`src/rtl/lsu_ram_ctrl_if.sv`:
```
// Request/response and RAM-side signal bundle for lsu_ram_ctrl.
// slave is the controller's view; master is the core plus RAM environment.
interface lsu_ram_ctrl_if;
    logic        req_valid;
    logic        req_ready;
    logic        req_we;
    logic [2:0]  req_funct3;
    logic [31:0] req_addr;
    logic [31:0] req_wdata;
    logic [4:0]  req_rd;

    logic        resp_valid;
    logic        resp_ready;
    logic [31:0] resp_rdata;
    logic [4:0]  resp_rd;
    logic        resp_load;
    logic        resp_err;

    logic [31:0] ram_wdat;
    logic        ram_we;
    logic        ram_re;
    logic [3:0]  ram_type;
    logic [31:0] ram_addr;
    logic        sign;
    logic [31:0] data_reg;

    modport slave (
        input  req_valid, req_we, req_funct3, req_addr, req_wdata, req_rd,
        input  resp_ready, data_reg,
        output req_ready, resp_valid, resp_rdata, resp_rd, resp_load, resp_err,
        output ram_wdat, ram_we, ram_re, ram_type, ram_addr, sign
    );

    modport master (
        output req_valid, req_we, req_funct3, req_addr, req_wdata, req_rd,
        output resp_ready, data_reg,
        input  req_ready, resp_valid, resp_rdata, resp_rd, resp_load, resp_err,
        input  ram_wdat, ram_we, ram_re, ram_type, ram_addr, sign
    );
endinterface

```
`src/rtl/lsu_ram_ctrl.sv`:
```
// Load/store initiator between execute stage and ram_2: one request at a time, single-cycle strobes.
// Optional macro LSU_MISALIGN_TRAP_EN: reject misaligned half/word/3-4 accesses with resp_err.
module lsu_ram_ctrl #(
    parameter int RD_LAT = 1
) (
    input  logic          clk,
    input  logic          rst,
    lsu_ram_ctrl_if.slave bus
);

    localparam int CNT_W = (RD_LAT > 1) ? $clog2(RD_LAT) : 1;

    typedef enum logic [1:0] {
        IDLE  = 2'd0,
        ISSUE = 2'd1,
        WAIT  = 2'd2,
        RESP  = 2'd3
    } state_t;

    state_t             state_r;
    logic [CNT_W-1:0]   wait_cnt_r;
    logic               req_ready_r;
    logic               resp_valid_r;
    logic [31:0]        resp_rdata_r;
    logic [4:0]         resp_rd_r;
    logic               resp_load_r;
    logic               resp_err_r;
    logic [31:0]        ram_wdat_r;
    logic               ram_we_r;
    logic               ram_re_r;
    logic [3:0]         ram_type_r;
    logic [31:0]        ram_addr_r;
    logic               sign_r;

    logic               reject_s;
    logic [3:0]         lanes_s;
    logic               signed_s;

    function automatic logic [3:0] lanes_of(input logic [2:0] funct3);
        case (funct3)
            3'b000:  return 4'b0001;
            3'b001:  return 4'b0011;
            3'b010:  return 4'b1111;
            3'b011:  return 4'b0111;
            3'b100:  return 4'b0001;
            3'b101:  return 4'b0011;
            3'b110:  return 4'b0111;
            default: return 4'b0000;
        endcase
    endfunction

    function automatic logic signed_of(input logic [2:0] funct3);
        case (funct3)
            3'b000:  return 1'b1;
            3'b001:  return 1'b1;
            3'b011:  return 1'b1;
            default: return 1'b0;
        endcase
    endfunction

`ifdef LSU_MISALIGN_TRAP_EN
    function automatic logic misaligned(input logic [3:0] lanes, input logic [1:0] addr_lo);
        case (lanes)
            4'b0011: return addr_lo[0];
            4'b0111: return addr_lo[1];
            4'b1111: return (addr_lo != 2'b00);
            default: return 1'b0;
        endcase
    endfunction
`endif

    // Decode the incoming request and decide whether it is rejected without touching the RAM
    always_comb begin
        lanes_s  = lanes_of(bus.req_funct3);
        signed_s = signed_of(bus.req_funct3);
`ifdef LSU_MISALIGN_TRAP_EN
        if (bus.req_funct3 == 3'b111) begin
            reject_s = 1'b1;
        end else begin
            reject_s = misaligned(lanes_s, bus.req_addr[1:0]);
        end
`else
        if (bus.req_funct3 == 3'b111) begin
            reject_s = 1'b1;
        end else begin
            reject_s = 1'b0;
        end
`endif
    end

    // Request/response FSM; every output is a register so strobes never glitch
    always_ff @(posedge clk or posedge rst) begin
        if (rst) begin
            state_r      <= IDLE;
            wait_cnt_r   <= {CNT_W{1'b0}};
            req_ready_r  <= 1'b1;
            resp_valid_r <= 1'b0;
            resp_rdata_r <= 32'h0000_0000;
            resp_rd_r    <= 5'd0;
            resp_load_r  <= 1'b0;
            resp_err_r   <= 1'b0;
            ram_wdat_r   <= 32'h0000_0000;
            ram_we_r     <= 1'b0;
            ram_re_r     <= 1'b0;
            ram_type_r   <= 4'b0000;
            ram_addr_r   <= 32'h0000_0000;
            sign_r       <= 1'b0;
        end else begin
            case (state_r)
                IDLE: begin
                    if (bus.req_valid && req_ready_r) begin
                        req_ready_r  <= 1'b0;
                        resp_rd_r    <= bus.req_rd;
                        resp_load_r  <= ~bus.req_we;
                        resp_rdata_r <= 32'h0000_0000;
                        if (reject_s) begin
                            resp_err_r   <= 1'b1;
                            resp_valid_r <= 1'b1;
                            state_r      <= RESP;
                        end else begin
                            resp_err_r <= 1'b0;
                            ram_addr_r <= bus.req_addr;
                            ram_type_r <= lanes_s;
                            ram_wdat_r <= bus.req_wdata;
                            sign_r     <= bus.req_we ? 1'b0 : signed_s;
                            ram_we_r   <= bus.req_we;
                            ram_re_r   <= ~bus.req_we;
                            state_r    <= ISSUE;
                        end
                    end else begin
                        req_ready_r <= 1'b1;
                    end
                end
                ISSUE: begin
                    ram_we_r <= 1'b0;
                    ram_re_r <= 1'b0;
                    if (resp_load_r) begin
                        wait_cnt_r <= CNT_W'(RD_LAT - 1);
                        state_r    <= WAIT;
                    end else begin
                        resp_valid_r <= 1'b1;
                        state_r      <= RESP;
                    end
                end
                WAIT: begin
                    // Last WAIT edge is the one where the RAM data becomes valid
                    if (wait_cnt_r == {CNT_W{1'b0}}) begin
                        resp_rdata_r <= bus.data_reg;
                        resp_valid_r <= 1'b1;
                        state_r      <= RESP;
                    end else begin
                        wait_cnt_r <= wait_cnt_r - CNT_W'(1);
                    end
                end
                RESP: begin
                    if (bus.resp_ready) begin
                        resp_valid_r <= 1'b0;
                        req_ready_r  <= 1'b1;
                        state_r      <= IDLE;
                    end else begin
                        resp_valid_r <= 1'b1;
                    end
                end
                default: begin
                    state_r      <= IDLE;
                    req_ready_r  <= 1'b1;
                    resp_valid_r <= 1'b0;
                    ram_we_r     <= 1'b0;
                    ram_re_r     <= 1'b0;
                end
            endcase
        end
    end

    assign bus.req_ready  = req_ready_r;
    assign bus.resp_valid = resp_valid_r;
    assign bus.resp_rdata = resp_rdata_r;
    assign bus.resp_rd    = resp_rd_r;
    assign bus.resp_load  = resp_load_r;
    assign bus.resp_err   = resp_err_r;
    assign bus.ram_wdat   = ram_wdat_r;
    assign bus.ram_we     = ram_we_r;
    assign bus.ram_re     = ram_re_r;
    assign bus.ram_type   = ram_type_r;
    assign bus.ram_addr   = ram_addr_r;
    assign bus.sign       = sign_r;

endmodule

```
`src/flat_wrapper.sv`:
```
// flat-port wrapper written by rule: the top's interface ports become plain ports
module lsu_ram_ctrl_flat 
#(
    parameter int RD_LAT = 1
)
  (clk, rst, bus_req_valid, bus_req_we, bus_req_funct3, bus_req_addr, bus_req_wdata, bus_req_rd, bus_resp_ready, bus_data_reg, bus_req_ready, bus_resp_valid, bus_resp_rdata, bus_resp_rd, bus_resp_load, bus_resp_err, bus_ram_wdat, bus_ram_we, bus_ram_re, bus_ram_type, bus_ram_addr, bus_sign);
  lsu_ram_ctrl_if bus_i ();
  input  logic clk;
  input  logic rst;
  input wire logic [$bits(bus_i.req_valid)-1:0] bus_req_valid;
  input wire logic [$bits(bus_i.req_we)-1:0] bus_req_we;
  input wire logic [$bits(bus_i.req_funct3)-1:0] bus_req_funct3;
  input wire logic [$bits(bus_i.req_addr)-1:0] bus_req_addr;
  input wire logic [$bits(bus_i.req_wdata)-1:0] bus_req_wdata;
  input wire logic [$bits(bus_i.req_rd)-1:0] bus_req_rd;
  input wire logic [$bits(bus_i.resp_ready)-1:0] bus_resp_ready;
  input wire logic [$bits(bus_i.data_reg)-1:0] bus_data_reg;
  output wire logic [$bits(bus_i.req_ready)-1:0] bus_req_ready;
  output wire logic [$bits(bus_i.resp_valid)-1:0] bus_resp_valid;
  output wire logic [$bits(bus_i.resp_rdata)-1:0] bus_resp_rdata;
  output wire logic [$bits(bus_i.resp_rd)-1:0] bus_resp_rd;
  output wire logic [$bits(bus_i.resp_load)-1:0] bus_resp_load;
  output wire logic [$bits(bus_i.resp_err)-1:0] bus_resp_err;
  output wire logic [$bits(bus_i.ram_wdat)-1:0] bus_ram_wdat;
  output wire logic [$bits(bus_i.ram_we)-1:0] bus_ram_we;
  output wire logic [$bits(bus_i.ram_re)-1:0] bus_ram_re;
  output wire logic [$bits(bus_i.ram_type)-1:0] bus_ram_type;
  output wire logic [$bits(bus_i.ram_addr)-1:0] bus_ram_addr;
  output wire logic [$bits(bus_i.sign)-1:0] bus_sign;
  assign bus_i.req_valid = bus_req_valid;
  assign bus_i.req_we = bus_req_we;
  assign bus_i.req_funct3 = bus_req_funct3;
  assign bus_i.req_addr = bus_req_addr;
  assign bus_i.req_wdata = bus_req_wdata;
  assign bus_i.req_rd = bus_req_rd;
  assign bus_i.resp_ready = bus_resp_ready;
  assign bus_i.data_reg = bus_data_reg;
  assign bus_req_ready = bus_i.req_ready;
  assign bus_resp_valid = bus_i.resp_valid;
  assign bus_resp_rdata = bus_i.resp_rdata;
  assign bus_resp_rd = bus_i.resp_rd;
  assign bus_resp_load = bus_i.resp_load;
  assign bus_resp_err = bus_i.resp_err;
  assign bus_ram_wdat = bus_i.ram_wdat;
  assign bus_ram_we = bus_i.ram_we;
  assign bus_ram_re = bus_i.ram_re;
  assign bus_ram_type = bus_i.ram_type;
  assign bus_ram_addr = bus_i.ram_addr;
  assign bus_sign = bus_i.sign;
  lsu_ram_ctrl #(.RD_LAT(RD_LAT)) u_core (.clk(clk), .rst(rst), .bus(bus_i));
endmodule
```
`config.mk`:
```
export PLATFORM = sky130hd
export DESIGN_NAME = lsu_ram_ctrl_flat
export DESIGN_NICKNAME = d
export VERILOG_FILES = /design/src/rtl/lsu_ram_ctrl_if.sv /design/src/rtl/lsu_ram_ctrl.sv /design/src/flat_wrapper.sv
export SDC_FILE = /design/constraint.sdc
export NUM_CORES = 1
export LEC_CHECK = 0
export BUFFER_PORTS_ARGS = -buffer_cell sky130_fd_sc_hd__buf_2
export CORE_ASPECT_RATIO = 2
export CORE_UTILIZATION = 41
export DETAILED_ROUTE_END_ITERATION = 7
export PLACE_DENSITY = 0.74
export SYNTH_ARGS = -nofsm -noshare
export SYNTH_HDL_FRONTEND = slang
export SYNTH_SLANG_ARGS = --single-unit
```
`constraint.sdc`:
```
create_clock -name clk -period 3.4 [get_ports clk]
set_input_delay 0.34 -clock clk [delete_from_list [all_inputs] [get_ports clk]]
set_output_delay 0.34 -clock clk [all_outputs]
set_load 0.1 [all_outputs]
```
==> metrics.yaml <==
detailed_routing:
  viasPerCell: 4.99
  top_layer_used: "met4"
  wl_met3_um: 754
  dr.pass1.iters: 4
  wl_met2_um: 6130
  postRouteAntennaNets: 0
  drc: 0
  wl_per_cell_um: 17.2
  routed_wl_um: 11500
  wl_met1_um: 4290
  drt_iter0_drc: 85
  vias: 3333
grt:
  gr-total-overflow: 0
  grt_usage: 0.203
  grt_max_degree: 64
  grt_pass1_vias: 3511
  antenna_found_initial: 0
  grt_pass1_wl_um: 17900
yosys:
  synth_edf_count: 0
  ys.flop_type: "dfrtp_1"
  synth_compound_area_frac: 0.0911
  ys_seq_area_frac: 0.631
  synth_nets: 408
  synthSimpleGateAreaFrac: 0.0379
  synth_xor_area_frac: 0
  avgSynthCellArea_um2: 15.4
  async_reset_ff_frac: 1.00
  ys_ff_latch: 114
  yosysUniqueCellTypes: 29
  syn-cell-area_um2: 4520
  synth_mux_area_frac: 0.198
  synth_cells: 294
  synth_top_family_by_area: "multiplexers"
  yosys_warnings: 0
  synthAdderAreaFrac: 0.0138
place:
  globalplace.congestion: 0.836
  dpl.hpwl_um: 8240
  port-buffer-count: 220
critical_path:
  crit_buf_inv: 2
  reg2reg_depth: 6
  r2r-start: "u_core.state_r[1]$_DFFE_PP0P_"
  reg2reg_to: "u_core.bus.ram_wdat[1]$_DFFE_PP0P_"
  critPathLaunchType: "register"
  critPathTopFamily: "simple AND/OR/NAND/NOR gates"
  arrival_ps: 2800
  max_stage_delay_ps: 540
  crit_required_ps: 3680
  worst_path_max_delay_cell: "and3_1"
  path_max_fanout: 46
  rrSetupSlack_ps: 880
  crit_chain: "inv_1 -> ha_1 -> and3_1 -> nand2_4 -> buf_12 -> mux2_4"
  crit_type: "register to register"
  endpoint_kind: "register"
clocking:
  tritoncts: "built"
  worstSkewPairLatency_ps: 400
  holdBufCountCts: 0
  cts-resized-gates: 0
  htreeDepth: 4
  clockBufferDepth: 2
  cts_setup_buffers: 0
  clkTransAtPathRegs_ps: 50
  cts-root-buf: "clkbuf_16"
  cts.sinks: 114
  cts_buffers: 17
cells_and_area:
  area_growth_pct: 40.0
  fillCellCount: 863
  final_net_count: 634
  diodes: 0
  drive_gt1_frac: 0.612
sta:
  tns_ps: 0
  fin_crit_sh: 0.742
  rsz0062_at_grt: "false"
  setup_viol: 0
  slew_violations: 0
  max_slew_margin: 0.375
  skew_ps: 7.36
  fmax_mhz: 397
  fin_crit_ps: 2520
  hold_viol_final: 0
  worstMarginPinSlew_ps: 936
floorplan:
  start_util: 0.426
  dieArea_um2: 11500
  die_width_um: 76.3
  die_y_um: 150
  io_pins: 221
  rows: 53
  coreArea_um2: 10600
job:
  maxCapViolations: 0
worst_hold_path:
  min_path_type: "input port to async pin"
run_status:
  status: "finished clean"
registers in the layout, summed over array words and instances (netlist names), 2 cells and up:
register               count
u_core.state_r             2
u_core.bus.ram_addr       32
u_core.bus.ram_wdat       32
u_core.bus.resp_rd         5
u_core.bus.ram_type        4
u_core.bus.resp_rdata     32
cell usage after synthesis (4+ instances only):
library cell	instances	area, µm²
mux2_2	29	327
inv_1	4	15.0
nand2_1	17	63.8
nor2_1	7	26.3
buf_6	5	56.3
nand3_1	4	20.0
a21oi_1	4	20.0
mux2_4	38	571
buf_2	9	45.0
dfrtp_1	113	2830
o22a_1	4	35.0
a22o_1	33	289
ha_1	5	62.6
cell families after synthesis:
family	Yosys count
DFF	114
muxes	67
AOI/OAI and AO/OA	50
and+or+nand+nor	38
buffers and inverters	20
adders and majority gates	5
per-stage QoR:
stage	setup slack, ps	util	instances	area (µm²)	hold WS (ps)
after floorplan	45.9	-	294	4520	445
after global placement	1060	0.542	638	5750	449
after global routing	697	0.597	668	6330	89.6
after CTS	885	0.597	668	6330	49.7
final	878	0.597	668	6330	37.7
after detailed placement	931	0.542	638	5750	451
layout by cell type, fill, tap and decap left out, drive strengths merged, types with 3 or more instances in the layout:
master | Yosys | final
nand3 | 4 | 4
nand2 | 18 | 18
o22a | 4 | 4
clkinvlp | 0 | 4
buf | 14 | 223
clkinv | 0 | 4
dfrtp | 113 | 113
a22o | 33 | 33
nand2b | 3 | 3
clkbuf | 2 | 20
nor2 | 7 | 7
nor2b | 3 | 3
inv | 4 | 4
a21oi | 4 | 4
mux2 | 67 | 67
ha | 5 | 5
routing by layer:
layer / vias to the layer above / global-route usage
met5: - / 0
met4: 0 / 0.101
met3: 32 / 0.0642
met2: 162 / 0.352
met1: 1628 / 0.222
li1: 1511 / -
worst max-delay path by stage:
stage,cells past startpoint,from,endpoint
6_report,6,u_core.state_r[1]$_DFFE_PP0P_,u_core.bus.ram_wdat[1]$_DFFE_PP0P_
5_1_grt,6,u_core.state_r[1]$_DFFE_PP0P_,u_core.bus.ram_addr[15]$_DFFE_PP0P_
4_1_cts,6,u_core.state_r[0]$_DFFE_PP0P_,u_core.bus.ram_addr[15]$_DFFE_PP0P_
3_5_place_dp,6,u_core.state_r[0]$_DFFE_PP0P_,u_core.bus.ram_wdat[1]$_DFFE_PP0P_
3_3_place_gp,6,u_core.state_r[0]$_DFFE_PP0P_,u_core.bus.ram_addr[16]$_DFFE_PP0P_
2_1_floorplan,1,rst,u_core.bus.ram_addr[0]$_DFFE_PP0P_
area by class of cell:
cell class,count,area [µm²],share of cell area
sequential,114,2850,0.451
multi-input combinational,160,1560,0.247
timing repair buffer,223,1150,0.181
clock buffer,20,467,0.0737
tap,137,171,0.0271
clock inverter,10,110,0.0174
inverter,4,17.5,0.00277
Power is left out: the tool's default activity adds up to more than one toggle a clock period on the data nets, which glitch-free logic cannot reach.
